`src/rtl/cpu_pkg.sv`:
```
// Shared CPU definitions: fetch FSM encoding, default widths and opcode constants.
// ST_HALT exists only when FETCH_HALT_ON_NOP_EN is defined.
package cpu_pkg;

  localparam int unsigned PC_W_DEF    = 16;
  localparam int unsigned INSTR_W_DEF = 32;
  localparam int unsigned IMM_W       = 16;
  localparam int unsigned CNT_W       = 16;

  localparam logic [5:0] OP_NOP = 6'b000000;
  localparam logic [5:0] OP_J   = 6'b000001;
  localparam logic [5:0] OP_BNE = 6'b100001;
  localparam logic [5:0] OP_BLT = 6'b100010;
  localparam logic [5:0] OP_BLE = 6'b100011;

  typedef logic [1:0] fetch_state_t;

  localparam fetch_state_t ST_IDLE  = 2'd0;
  localparam fetch_state_t ST_FETCH = 2'd1;
  localparam fetch_state_t ST_VALID = 2'd2;
`ifdef FETCH_HALT_ON_NOP_EN
  localparam fetch_state_t ST_HALT  = 2'd3;
`endif

  // Opcodes that redirect fetch through the PC-relative target adder.
  function automatic logic is_redirect_op(input logic [5:0] op);
    return (op == OP_J) || (op == OP_BNE) || (op == OP_BLT) || (op == OP_BLE);
  endfunction

endpackage

```
`src/rtl/pc_target_calc.sv`:
```
// PC-relative target adder: target = ir_pc + 1 + sext(imm16), modulo 2^PC_W.
// Combinational; shared with the branch comparator.
module pc_target_calc
  import cpu_pkg::*;
#(
  parameter int unsigned PC_W = PC_W_DEF
) (
  input  logic [PC_W-1:0]  ir_pc,
  input  logic [IMM_W-1:0] imm16,
  output logic [PC_W-1:0]  target
);

  logic [PC_W-1:0] imm_ext;

  // A size cast of a signed operand sign-extends (or truncates) to PC_W.
  assign imm_ext = PC_W'($signed(imm16));
  assign target  = ir_pc + PC_W'(1) + imm_ext;

endmodule

```
`src/rtl/instr_fetch_unit.sv`:
```
// Fetch stage: owns the PC, captures instruction-memory data into ir and counts fetches.
// Optional feature macro FETCH_HALT_ON_NOP_EN: an all-zero word halts fetch until reset.
module instr_fetch_unit
  import cpu_pkg::*;
#(
  parameter int unsigned PC_W    = PC_W_DEF,
  parameter int unsigned INSTR_W = INSTR_W_DEF
) (
  input  logic               clk,
  input  logic               rst_n,
  input  logic               fetch_req,
  input  logic               redirect,
  output logic [PC_W-1:0]    imem_pc,
  input  logic [INSTR_W-1:0] imem_instr,
  output logic [INSTR_W-1:0] ir,
  output logic [PC_W-1:0]    ir_pc,
  output logic               ir_valid,
  output logic [CNT_W-1:0]   fetch_count,
  output logic               halted
);

  fetch_state_t       state_q, state_d;
  logic [PC_W-1:0]    fetch_pc_q, fetch_pc_d;
  logic [PC_W-1:0]    ir_pc_q, ir_pc_d;
  logic [INSTR_W-1:0] ir_q, ir_d;
  logic [CNT_W-1:0]   fetch_count_q, fetch_count_d;
  logic               ir_valid_q, ir_valid_d;
  logic [PC_W-1:0]    redirect_target;

  pc_target_calc #(
    .PC_W (PC_W)
  ) u_pc_target_calc (
    .ir_pc  (ir_pc_q),
    .imm16  (ir_q[IMM_W-1:0]),
    .target (redirect_target)
  );

`ifdef FETCH_HALT_ON_NOP_EN
  logic halted_q, halted_d;
  logic is_nop;

  assign is_nop = (imem_instr == '0);
`endif

  always_comb begin
    state_d       = state_q;
    fetch_pc_d    = fetch_pc_q;
    ir_pc_d       = ir_pc_q;
    ir_d          = ir_q;
    fetch_count_d = fetch_count_q;
    ir_valid_d    = ir_valid_q;
`ifdef FETCH_HALT_ON_NOP_EN
    halted_d      = halted_q;
`endif
    case (state_q)
      ST_IDLE: begin
        if (fetch_req) begin
          state_d = ST_FETCH;
        end
      end
      ST_FETCH: begin
        ir_d          = imem_instr;
        ir_pc_d       = fetch_pc_q;
        fetch_pc_d    = fetch_pc_q + PC_W'(1);
        fetch_count_d = fetch_count_q + CNT_W'(1);
        ir_valid_d    = 1'b1;
`ifdef FETCH_HALT_ON_NOP_EN
        if (is_nop) begin
          state_d  = ST_HALT;
          halted_d = 1'b1;
        end else begin
          state_d = ST_VALID;
        end
`else
        state_d       = ST_VALID;
`endif
      end
      ST_VALID: begin
        // Redirect and request in one cycle: the new FETCH sees the redirected PC.
        if (redirect) begin
          fetch_pc_d = redirect_target;
        end
        if (fetch_req) begin
          state_d    = ST_FETCH;
          ir_valid_d = 1'b0;
        end
      end
`ifdef FETCH_HALT_ON_NOP_EN
      ST_HALT: begin
        state_d = ST_HALT;
      end
`endif
      default: begin
        state_d = ST_IDLE;
      end
    endcase
  end

  always_ff @(posedge clk or negedge rst_n) begin
    if (!rst_n) begin
      state_q       <= ST_IDLE;
      fetch_pc_q    <= '0;
      ir_pc_q       <= '0;
      ir_q          <= '0;
      fetch_count_q <= '0;
      ir_valid_q    <= 1'b0;
    end else begin
      state_q       <= state_d;
      fetch_pc_q    <= fetch_pc_d;
      ir_pc_q       <= ir_pc_d;
      ir_q          <= ir_d;
      fetch_count_q <= fetch_count_d;
      ir_valid_q    <= ir_valid_d;
    end
  end

`ifdef FETCH_HALT_ON_NOP_EN
  always_ff @(posedge clk or negedge rst_n) begin
    if (!rst_n) begin
      halted_q <= 1'b0;
    end else begin
      halted_q <= halted_d;
    end
  end

  assign halted = halted_q;
`else
  assign halted = 1'b0;
`endif

  assign imem_pc     = fetch_pc_q;
  assign ir          = ir_q;
  assign ir_pc       = ir_pc_q;
  assign ir_valid    = ir_valid_q;
  assign fetch_count = fetch_count_q;

endmodule

```
`config.mk`:
```
export PLATFORM = sky130hd
export DESIGN_NAME = instr_fetch_unit
export DESIGN_NICKNAME = d
export VERILOG_FILES = /design/src/rtl/cpu_pkg.sv /design/src/rtl/pc_target_calc.sv /design/src/rtl/instr_fetch_unit.sv
export SDC_FILE = /design/constraint.sdc
export NUM_CORES = 1
export LEC_CHECK = 0
export CAP_MARGIN = 20
export CORE_MARGIN = 5
export CORE_UTILIZATION = 52
export DETAILED_ROUTE_END_ITERATION = 6
export PLACE_DENSITY_LB_ADDON = 0.15
export SETUP_SLACK_MARGIN = 0.4
export SYNTH_ARGS = -nofsm -noshare
export SYNTH_HDL_FRONTEND = slang
export SYNTH_SLANG_ARGS = --single-unit
```
`constraint.sdc`:
```
create_clock -name clk -period 5.9 [get_ports clk]
set_clock_uncertainty 0.1 [all_clocks]
set_input_delay 0.59 -clock clk [delete_from_list [all_inputs] [get_ports clk]]
set_output_delay 0.59 -clock clk [all_outputs]
set_load 0.05 [all_outputs]
```
After elaboration in Yosys (flattened, before gate mapping)
Index checks and enable logic that the tools add are counted.
{"block": "totals", "elab_cells": 26, "regBits": 83, "output_inout_bits": 82}
{"block": "op_classes", "reduce_logical": 5, "n_addsub": 4, "n_eq_ne": 5, "muxes": 6}
{"cell": "16-bit by 1-bit adder with 16-bit output (second input constant)", "n": 3}
{"cell": "16-bit case mux with 2 select lines", "n": 1}
{"cell": "16-bit adder", "n": 1}
{"cell": "16-bit 2-to-1 mux", "n": 1}
{"cell": "2-bit inequality test (second input constant)", "n": 2}
{"cell": "2-bit case mux with 2 select lines", "n": 1}
{"cell": "2-bit AND reduction", "n": 2}
{"cell": "2-bit by 1-bit == test with 1-bit output (second input constant)", "n": 1}
{"cell": "2-bit == test (second input constant)", "n": 1}
{"cell": "2-bit zero test", "n": 1}
{"cell": "2-bit 2-to-1 mux", "n": 1}
{"cell": "2-bit by 1-bit inequality test with 1-bit output (second input constant)", "n": 1}
{"cell": "1-bit case mux with 2 select lines", "n": 1}
{"cell": "2-bit nonzero test", "n": 1}
{"cell": "2-bit OR reduction", "n": 1}
{"cell": "1-bit 2-to-1 mux", "n": 1}

Longest topological paths before layout
Gate-level depths: netlist of run 1.
{"block": "depth", "word_depth": 4, "ltp_mapped": 10}

Hierarchy
A second synthesis of run 1 with hierarchy kept.
{"block": "unflattened", "hier_cells": 508, "hier_area_um2": 4548.1}
{"mod": "instr_fetch_unit", "cells_each": 401, "instances": 1, "area_each_um2": 3756.1}
{"mod": "pc_target_calc", "cells_each": 107, "instances": 1, "area_each_um2": 792.0}

Least setup slack after synthesis of run 1
No wires, ideal clock.
{"block": "synth_timing", "path_kind": "register -> register", "from": "register ir_q[0] (netlist: ir[0])", "to": "register fetch_pc_q[12] (netlist: imem_pc[12])", "n_path_buf": 0, "t_arrival_ns": 2.301, "stages_incl_launch_ff": 11, "required_time_ns": 5.674, "setup_slack_ns": 3.373, "cell_sequence": "dfrtp_1 inv_1 ha_1 inv_1 fa_1 a211oi_1 o21bai_1 a221oi_1 o21ai_1 xnor2_1 a21oi_1"}
{"block": "synth_between", "elab_chain_len": 3}
{"item": "start: declaration", "line": "instr_fetch_unit.sv:25", "rtl": "logic [INSTR_W-1:0] ir_q, ir_d;"}
{"item": "start signal: assignment", "line": "instr_fetch_unit.sv:111", "rtl": "ir_q <= ir_d;"}
{"item": "16-bit adder", "line": "pc_target_calc.sv:17", "rtl": "assign target = ir_pc + PC_W'(1) + imm_ext;"}
{"item": "16-bit 2-to-1 mux", "line": "instr_fetch_unit.sv:80", "rtl": "if (redirect) begin"}
{"item": "16-bit case mux with 2 select lines", "line": "instr_fetch_unit.sv:55", "rtl": "case (state_q)"}
{"item": "end signal: assignment", "line": "instr_fetch_unit.sv:109", "rtl": "fetch_pc_q <= fetch_pc_d;"}
{"item": "end: declaration", "line": "instr_fetch_unit.sv:23", "rtl": "logic [PC_W-1:0] fetch_pc_q, fetch_pc_d;"}
Every way passes these cells. The select of a mux whose other input is x is not followed.
A chain may end at the register's enable or synchronous reset.

Worst setup path in the final report of run 1
{"block": "layout_timing", "from": "register state_q[1]", "to": "register fetch_pc_q[15] (netlist: imem_pc[15])"}
{"block": "layout_between", "elab_chain_len": 3}
{"item": "start: declaration", "line": "instr_fetch_unit.sv:22", "rtl": "fetch_state_t state_q, state_d;"}
{"item": "start signal: assignment", "line": "instr_fetch_unit.sv:108", "rtl": "state_q <= state_d;"}
{"item": "2-bit == test / 2-bit by 1-bit == test with 1-bit output (equally long branches)", "line": "instr_fetch_unit.sv:55"}
{"item": "2-bit inequality test (no line) / 2-bit nonzero test (equally long branches)"}
{"item": "2-bit AND reduction (no line)"}
Parallel ways exist; a longest one is shown, timed or not.

==> results of run 1 <==
[registers in the layout, summed over array words and instances, names as in the netlist]
| name | count |
|---|---|
| ir_pc | 16 |
| imem_pc | 16 |
| ir | 32 |
| state_q | 2 |
| ir_valid | 1 |
| fetch_count | 16 |
[cell type report]
| cell class | instances | area [um^2] |
|---|---|---|
| Sequential cell | 83 | 2080 |
| Timing Repair Buffer | 118 | 1190 |
| Inverter | 7 | 26.3 |
| Clock inverter | 7 | 124 |
| Tap cell | 105 | 131 |
| Multi-Input combinational cell | 387 | 2160 |
| Clock buffer | 9 | 124 |
| Fill cell | 636 | 2340 |
[through the flow]
stage,utilization,hold WS (ps)
floorplan,-,194
global placement,0.681,356
detailed placement,0.681,364
CTS,0.711,353
global route,0.714,78.0
finish,0.714,58.1
[critical path, stage by stage, from the launching register on]
cell	delay, ps
dfrtp_1	680
and2b_1	380
nand2_1	310
or4_1	600
or2_0	220
mux2i_1	160
or3_1	140
[worst max path at each step]
stage,from,end,slack [ps],depth (start not counted)
global route,state_q[1],imem_pc[15],3030,6
detailed placement,ir[0],imem_pc[14],3300,10
floorplan,ir[0],imem_pc[12],3370,10
CTS,state_q[1],imem_pc[15],3260,6
finish,state_q[1],imem_pc[15],3240,6
global placement,redirect,imem_pc[15],3420,6
[layout by cell type (no fill, tap or decap), drive strengths merged, types with 2 or more instances in the layout]
| cell type | Yosys | final |
|---|---|---|
| a21o | 5 | 5 |
| clkbuf | 21 | 9 |
| o211ai | 2 | 2 |
| xnor2 | 16 | 16 |
| a21oi | 23 | 23 |
| a31oi | 5 | 5 |
| nand3b | 2 | 2 |
| a31o | 3 | 3 |
| o22ai | 4 | 4 |
| a32o | 2 | 2 |
| and3 | 5 | 5 |
| a22oi | 2 | 2 |
| nand3 | 16 | 16 |
| o21ai | 17 | 17 |
| nor2 | 23 | 23 |
| buf | 4 | 3 |
| inv | 7 | 9 |
| a22o | 2 | 2 |
| nand4 | 10 | 10 |
| a221oi | 4 | 4 |
| nand2 | 174 | 174 |
| clkdlybuf4s50 | 0 | 115 |
| nor3b | 3 | 3 |
| bufinv | 0 | 3 |
| a211oi | 2 | 2 |
| nor2b | 3 | 3 |
| nor3 | 3 | 3 |
| and4 | 3 | 3 |
| nand2b | 5 | 5 |
| xor2 | 12 | 12 |
| ha | 17 | 17 |
| or3 | 2 | 2 |
| dfrtp | 83 | 83 |
| and2 | 4 | 4 |
[metal layers]
metal	vias to the layer above	GRT usage	part of all wire
met5	-	0	0
met4	0	0.0890	0.028
met3	30	0.0572	0.079
met2	137	0.360	0.48
met1	1890	0.294	0.42
li1	1902	-	-
[cells by family after synthesis]
logic type | after synthesis | synth area share
compound gates | 78 | 0.114
xor+xnor | 28 | 0.0562
fa+ha+maj | 18 | 0.0534
buf+inv | 32 | 0.0298
flops | 83 | 0.476
mux | 2 | 0.00488
other cells | 1 | 0.000860
simple gates | 260 | 0.265
[report_power, final]
part | total (mW) | internal [mW] | switching [mW]
combinational | 1.64 | 0.573 | 1.07
clock | 0.504 | 0.285 | 0.219
sequential | 0.925 | 0.728 | 0.197
total | 3.07 | 1.59 | 1.49
==> results.json, run 1 <==
{
  "reg2reg_depth": 6,
  "wl_um": 11300,
  "grt_pass1_vias": 3954,
  "cp.arrival_ps": 2850,
  "path_class": "reg2reg",
  "synth_edf_count": 0,
  "design_area_mm2": 0.00584,
  "routed_via_density": 5.53,
  "place_congestion": 0.845,
  "p_per_area_mw_per_mm2": 526,
  "cts_htree_levels": 3,
  "gr-total-overflow": 0,
  "post_cts_resized": 0,
  "start_util": 0.533,
  "ys_ff_latch": 83,
  "synth.most_common_cell": "nand2_1",
  "synth_flop_cell": "dfrtp_1",
  "cp-end-kind": "register",
  "antennaDiodeCount": 0,
  "postCtsSetupRepairBufs": 0,
  "relSlewSlack": 0.301,
  "cts.clk_slew.worst_paths_ps": 90,
  "yosysWarningCount": 0,
  "synthCells": 502,
  "finalSetupViolCount": 0,
  "port_buffers": 116,
  "synth_top_area_frac": 0.476,
  "core-area_mm2": 0.00818,
  "die_w_um": 102,
  "dp.cells": 699,
  "drt_first_pass_iters": 5,
  "max_freq_mhz": 376,
  "fin_ws_ps": 3240,
  "cts_buffers": 9,
  "fin_setup_tns_ps": 0,
  "drtIter0Drc": 186,
  "post_synth.cell_area_avg_um2": 8.69,
  "antenna_found_initial": 0,
  "drive_above_1_share": 0.0409,
  "die_height_um": 102,
  "synth_common_cells": "nand2_1, dfrtp_1, a21oi_1, nor2_1, clkbuf_1",
  "postCtsHoldBufs": 0,
  "start_kind": "register",
  "rsz0062_at_grt": "false",
  "cts_sinks": 83,
  "crit_fanout": 16,
  "fin_crit_ps": 2660,
  "die-area_mm2": 0.0103,
  "required_ps": 6090,
  "dp_slack_ps": 3300,
  "synthesis.area_mm2": 0.00436,
  "peakVddDrop_uv": 269,
  "r2r_start": "state_q[1]",
  "grt_first_pass_wirelength_um": 18700,
  "ioPinCount": 118,
  "rrSetupSlack_ps": 3240,
  "syn2layout_area_growth_pct": 33.9,
  "timing.rr.end": "imem_pc[15]",
  "hold_path_class": "in2async",
  "drt-wirelength-per-cell_um": 15.8,
  "postPlaceCellArea_mm2": 0.00556,
  "rows": 33,
  "instances_no_fill": 716,
  "power_mw": 3.07,
  "synth_nets": 556,
  "grt_max_degree": 84,
  "total_leakage_power_nw": 2.68,
  "yosys.area.top_type": "dfrtp_1",
  "clk_latency_ps": 360,
  "max_cap_viol_count": 0,
  "yosysSeqAreaShare": 0.476,
  "ys_async_sr_fraction": 1.00,
  "hpwl_um": 7880,
  "finalCritPeriodShare": 0.451,
  "routed-via-count": 3959,
  "cts-root-buf": "clkbuf_8",
  "ant_nets": 0,
  "final_max_slew_viol_count": 0,
  "cts_max_path_buffers": 2,
  "yosys-top-cells-area": "dfrtp_1, nand2_1, ha_1",
  "status": "completed",
  "hold_violations": 0,
  "cts_tree": "yes",
  "nNetsFinal": 660,
  "track_usage": 0.225,
  "yosysUniqueCellTypes": 53,
  "drcViolationCount": 0,
  "tightest_slew_ps": 1050
}
No activity file was read; power rests on OpenSTA's default activity.
==> run 2: changes to the inputs <==
--- a/config.mk
+++ b/config.mk
@@ -7,7 +7,7 @@
 export LEC_CHECK = 0
 export CAP_MARGIN = 20
 export CORE_MARGIN = 5
-export CORE_UTILIZATION = 52
+export CORE_UTILIZATION = 44
 export DETAILED_ROUTE_END_ITERATION = 6
 export PLACE_DENSITY_LB_ADDON = 0.15
 export SETUP_SLACK_MARGIN = 0.4
==> constraint.sdc (replaced) <==
create_clock -name clk -period 2.2 [get_ports clk]
set_clock_uncertainty 0.1 [all_clocks]
set_input_delay 0.22 -clock clk [delete_from_list [all_inputs] [get_ports clk]]
set_output_delay 0.22 -clock clk [all_outputs]
set_load 0.05 [all_outputs]
==> run 2 against run 1 <==
Effect of this change:
- the flow now finishes with violations (negative setup slack)
- first-iteration DRC count increased by 31%
- clock power rose by 130%
- sequential share of layout area decreased by 1.7 points
- die area rose by 16%
- count of clock-buffer cells in the layout grew 2
- final area rose by 7.6%
- highest routed layer unchanged
==> results.json, run 2 (synthesis results as in run 1) <==
{
  "cts.clk_slew.worst_paths_ps": 90,
  "rrSetupSlack_ps": -90,
  "fin_crit_ps": 2290,
  "grt_max_degree": 52,
  "antenna_found_initial": 0,
  "max_freq_mhz": 436,
  "final_common_cell": "nand2_1",
  "drt_first_pass_iters": 4,
  "finalSetupViolCount": 5,
  "core-area_mm2": 0.00973,
  "final_util": 0.646,
  "cp-end-kind": "register",
  "total_leakage_power_nw": 2.99,
  "pwr-share-comb": 0.564,
  "crit_fanout": 3,
  "ioPinCount": 118,
  "antennaDiodeCount": 0,
  "grt_pass1_vias": 3966,
  "start_util": 0.448,
  "tightest_slew_ps": 534,
  "critPathSlowestCell": "dfrtp_2",
  "ant_nets": 0,
  "die_height_um": 110,
  "grt_first_pass_wirelength_um": 19300,
  "peakVddDrop_uv": 645,
  "port_buffers": 116,
  "rsz0062_at_grt": "true",
  "final_max_slew_viol_count": 0,
  "drt-wirelength-per-cell_um": 15.3,
  "cts_sinks": 83,
  "internal_power_mw": 4.24,
  "drcViolationCount": 0,
  "die-area_mm2": 0.0120,
  "p_sw_mw": 4.19,
  "cts_tree": "yes",
  "crit_top_cell": "inv_2",
  "violations": "negative setup slack",
  "drive_above_1_share": 0.208,
  "crit_path_cell_trace": "inv_2, ha_4, inv_2, fa_2, a211oi_2, o21bai_2, a221oi_2, o21ai_1, xnor2_1, a21oi_1",
  "final_cell_mix": "nand2_1, dlygate4sd2_1, dfrtp_1, dfrtp_2, clkdlybuf4s50_1",
  "cts_htree_levels": 3,
  "nNetsFinal": 689,
  "crit_family": "compound AO/OA/AOI/OAI gates",
  "path_class": "reg2reg",
  "hpwl_um": 8600,
  "fin_setup_tns_ps": -301,
  "hold_violations": 0,
  "cp.arrival_ps": 2440,
  "syn2layout_area_growth_pct": 44.1,
  "routed_via_density": 5.18,
  "fin_ws_ps": -94.1,
  "drtIter0Drc": 244,
  "switching_share": 0.497,
  "clkPwrFrac": 0.136,
  "die_w_um": 110,
  "relSlewSlack": 0.645,
  "clk_latency_ps": 370,
  "design_area_mm2": 0.00628,
  "track_usage": 0.205,
  "crit_buf_inv": 2,
  "place_congestion": 0.899,
  "max_cap_viol_count": 0,
  "cts_buffers": 9,
  "power_mw": 8.42,
  "largest_reg_flops": 32,
  "max_stage_delay_ps": 410,
  "gr-total-overflow": 0,
  "seq_power_share": 0.300,
  "required_ps": 2350,
  "status": "complete, but fails checks",
  "postPlaceCellArea_mm2": 0.00592,
  "hold_path_class": "in2async",
  "start_kind": "register",
  "p_per_area_mw_per_mm2": 1340,
  "finalCritPeriodShare": 1.04,
  "rows": 36,
  "cts-root-buf": "clkbuf_8",
  "routed-via-count": 4003,
  "cts_max_path_buffers": 2,
  "wl_um": 11900,
  "whs_ps": 247
}
==> run 2: what timing repair did <==
action / 4_1_cts / 5_1_grt
pin swaps: 23 / 10
endpoints found under the setup margin: 97 / 43
setup buffers: 10 / 2
gates resized for setup: 104 / 10
hold buffers: 1 / 0
hold endpoints to repair: 32 / 0
==> run 2: cell type report <==
| cell class | instances | area, um^2 |
|---|---|---|
| fillers | 860 | 3450 |
| clock inverters | 5 | 62.6 |
| well taps | 133 | 166 |
| multi-input cells | 387 | 2430 |
| flip-flops and latches | 83 | 2130 |
| clock buffers | 11 | 141 |
| repair buffers | 147 | 1330 |
| inverters | 7 | 26.3 |
==> run 2: through the flow <==
stage,worst slack (ps),std cells
detailed placement,-47.9,744
finish,-94.1,773
floorplan,-26.2,502
global placement,-14.7,744
global route,-203,773
CTS,-72.2,771
==> run 2: final timing paths <==
path,startpoint,endpoint,cells past startpoint
max,ir[0],imem_pc[12],10
min,rst_n,ir[3],2
max reg2reg,ir[0],imem_pc[12],10
min reg2reg,fetch_count[15],fetch_count[15],1
max in group asynchronous,rst_n,ir_pc[13],3
min in group clk,imem_instr[12],ir[12],3
==> run 2: worst register-to-register path, delay by kind of cell (launching register included) <==
family	cells	cell delay (ps)
flip-flops	1	410
XOR/XNOR	1	170
buffers and inverters	2	110
adder cells (fa/ha/maj)	2	470
AO/OA/AOI/OAI	5	910
==> run 2: routing by layer <==
metal	track usage	routed length (um)
met1	0.261	5070
met2	0.342	5900
met3	0.0382	712
met4	0.0890	178
met5	0	0
==> run 2: power by group through the flow <==
stage                     registers, mW  logic (mW)  clock network (mW)
after global placement             2.54        4.64                   0
after floorplan                    3.96        1.74                   0
after global routing               2.61        5.08                1.23
after detailed placement           2.56        4.69                   0
final                              2.52        4.75                1.15
after CTS                          2.52        4.71                1.18
==> run 3: changes to the inputs <==
--- a/config.mk
+++ b/config.mk
@@ -5,12 +5,14 @@
 export SDC_FILE = /design/constraint.sdc
 export NUM_CORES = 1
 export LEC_CHECK = 0
+export ABC_AREA = 0
 export CAP_MARGIN = 20
 export CORE_MARGIN = 5
 export CORE_UTILIZATION = 44
 export DETAILED_ROUTE_END_ITERATION = 6
 export PLACE_DENSITY_LB_ADDON = 0.15
 export SETUP_SLACK_MARGIN = 0.4
+export SKIP_CTS_REPAIR_TIMING = 1
 export SYNTH_ARGS = -nofsm -noshare
 export SYNTH_HDL_FRONTEND = slang
 export SYNTH_SLANG_ARGS = --single-unit
==> run 3 against run 2 <==
Effect of this change:
- the flow still finishes with violations (negative setup slack)
- final area is 3.4% higher
- sequential cell count is the same
- count of clock-buffer cells in the layout did not move
- combinational power is 3% higher
- clock power about the same
- critical path type unchanged
- largest cell class unchanged
- highest routed layer unchanged
==> results.json, run 3 (synthesis results as in run 1) <==
{
  "status": "complete, but fails checks",
  "violations": "negative setup slack",
  "largest_reg_flops": 32,
  "nNetsFinal": 686,
  "n_fill_cell": 791,
  "die_w_um": 110,
  "rows": 36,
  "dp_slack_ps": -47.9,
  "track_usage": 0.201,
  "hold_violations": 0,
  "hold_path_class": "in2async",
  "grt_pass1_vias": 3952,
  "crit_fanout": 3,
  "cts_tree": "yes",
  "routed-via-count": 3979,
  "path_class": "reg2reg",
  "max_freq_mhz": 435,
  "finalSetupViolCount": 3,
  "fin_crit_ps": 2300,
  "drtIter0Drc": 195,
  "peakVddDrop_uv": 608,
  "core-area_mm2": 0.00973,
  "ioPinCount": 118,
  "design_area_mm2": 0.00650,
  "cts_sinks": 83,
  "drcViolationCount": 0,
  "cts_max_path_buffers": 2,
  "syn2layout_area_growth_pct": 49.0,
  "register_area_mm2": 0.00213,
  "clk_latency_ps": 370,
  "final_max_slew_viol_count": 0,
  "drt-wirelength-per-cell_um": 15.6,
  "grt_first_pass_wirelength_um": 18900,
  "cts_htree_levels": 3,
  "p_per_area_mw_per_mm2": 1310,
  "fin_ws_ps": -96.3,
  "cts-root-buf": "clkbuf_8",
  "port_buffers": 116,
  "relSlewSlack": 0.637,
  "start_util": 0.448,
  "required_ps": 2350,
  "die-area_mm2": 0.0120,
  "antennaDiodeCount": 0,
  "grt_max_degree": 52,
  "place_congestion": 0.899,
  "tightest_slew_ps": 543,
  "final_cell_mix": "nand2_1, dlymetal6s2s_1, dfrtp_1, dfrtp_2, clkdlybuf4s50_1",
  "routed_via_density": 5.17,
  "hpwl_um": 8600,
  "drive_above_1_share": 0.193,
  "wl_um": 12000,
  "rsz0062_at_grt": "true",
  "total_leakage_power_nw": 3.78,
  "final_common_cell": "nand2_1",
  "cts.clk_slew.worst_paths_ps": 80,
  "drt_first_pass_iters": 4,
  "cp-end-kind": "register",
  "cts_buffers": 9,
  "ant_nets": 0,
  "finalCritPeriodShare": 1.04,
  "whs_ps": 246,
  "max_cap_viol_count": 0,
  "die_height_um": 110,
  "cp.arrival_ps": 2440,
  "gr-total-overflow": 0,
  "fin_setup_tns_ps": -184,
  "start_kind": "register",
  "final_util": 0.668,
  "antenna_found_initial": 0,
  "postPlaceCellArea_mm2": 0.00592,
  "multi_input_area_mm2": 0.00237
}
## run 3: cell count changes in the layout (fill, tap and decap cells not counted), moves of 2 or more
cell | before | now
buf_6 | 6 | 4
ha_1 | 6 | 8
dlygate4sd2_1 | 80 | 0
dlymetal6s2s_1 | 0 | 81
ha_4 | 10 | 8
## run 3: area by class of cell
type	instances	area share
well taps	133	0.0256
repair buffers	144	0.246
multi-input cells	387	0.365
clock buffers	11	0.0218
flip-flops and latches	83	0.327
clock inverters	5	0.00963
inverters	7	0.00404
## run 3: metal layers
| layer | wire length [um] | track usage | up-vias |
|---|---|---|---|
| met5 | 0 | 0 | - |
| met4 | 144 | 0.0899 | 0 |
| met3 | 622 | 0.0370 | 13 |
| met2 | 6010 | 0.333 | 107 |
| met1 | 5220 | 0.255 | 1895 |
| li1 | - | - | 1964 |
## run 3: per-stage QoR
stage	instances	power (mW)
final	770	8.54
after global routing	770	9.05
after CTS	760	8.42
after detailed placement	744	7.25
after global placement	744	7.18
after floorplan	502	5.70
## run 3: final timing paths
kind	startpoint	endpoint	slack [ps]	cells past startpoint
setup reg to reg	ir[0]	imem_pc[10]	-100	10
max in group asynchronous	rst_n	ir_pc[13]	1110	3
min in group clk	imem_instr[12]	ir[12]	270	3
hold / removal	rst_n	ir[3]	250	2
setup / recovery	ir[0]	imem_pc[10]	-100	10
hold reg to reg	fetch_count[15]	fetch_count[15]	370	1
## run 3: critical path, stage by stage (launching register included)
cell and delay [ps]:
dfrtp_2 410, inv_2 80, ha_4 130, inv_2 30, fa_2 340, a211oi_2 230, o21bai_2 140, a221oi_2 310
buf_4 170, xor2_1 150, o22ai_1 100
## run 3: where the power goes
group	switching (mW)	internal (mW)	leakage (nW)
registers	0.511	2.01	0.990
clock network	0.581	0.562	0.0962
logic	3.04	1.85	2.69
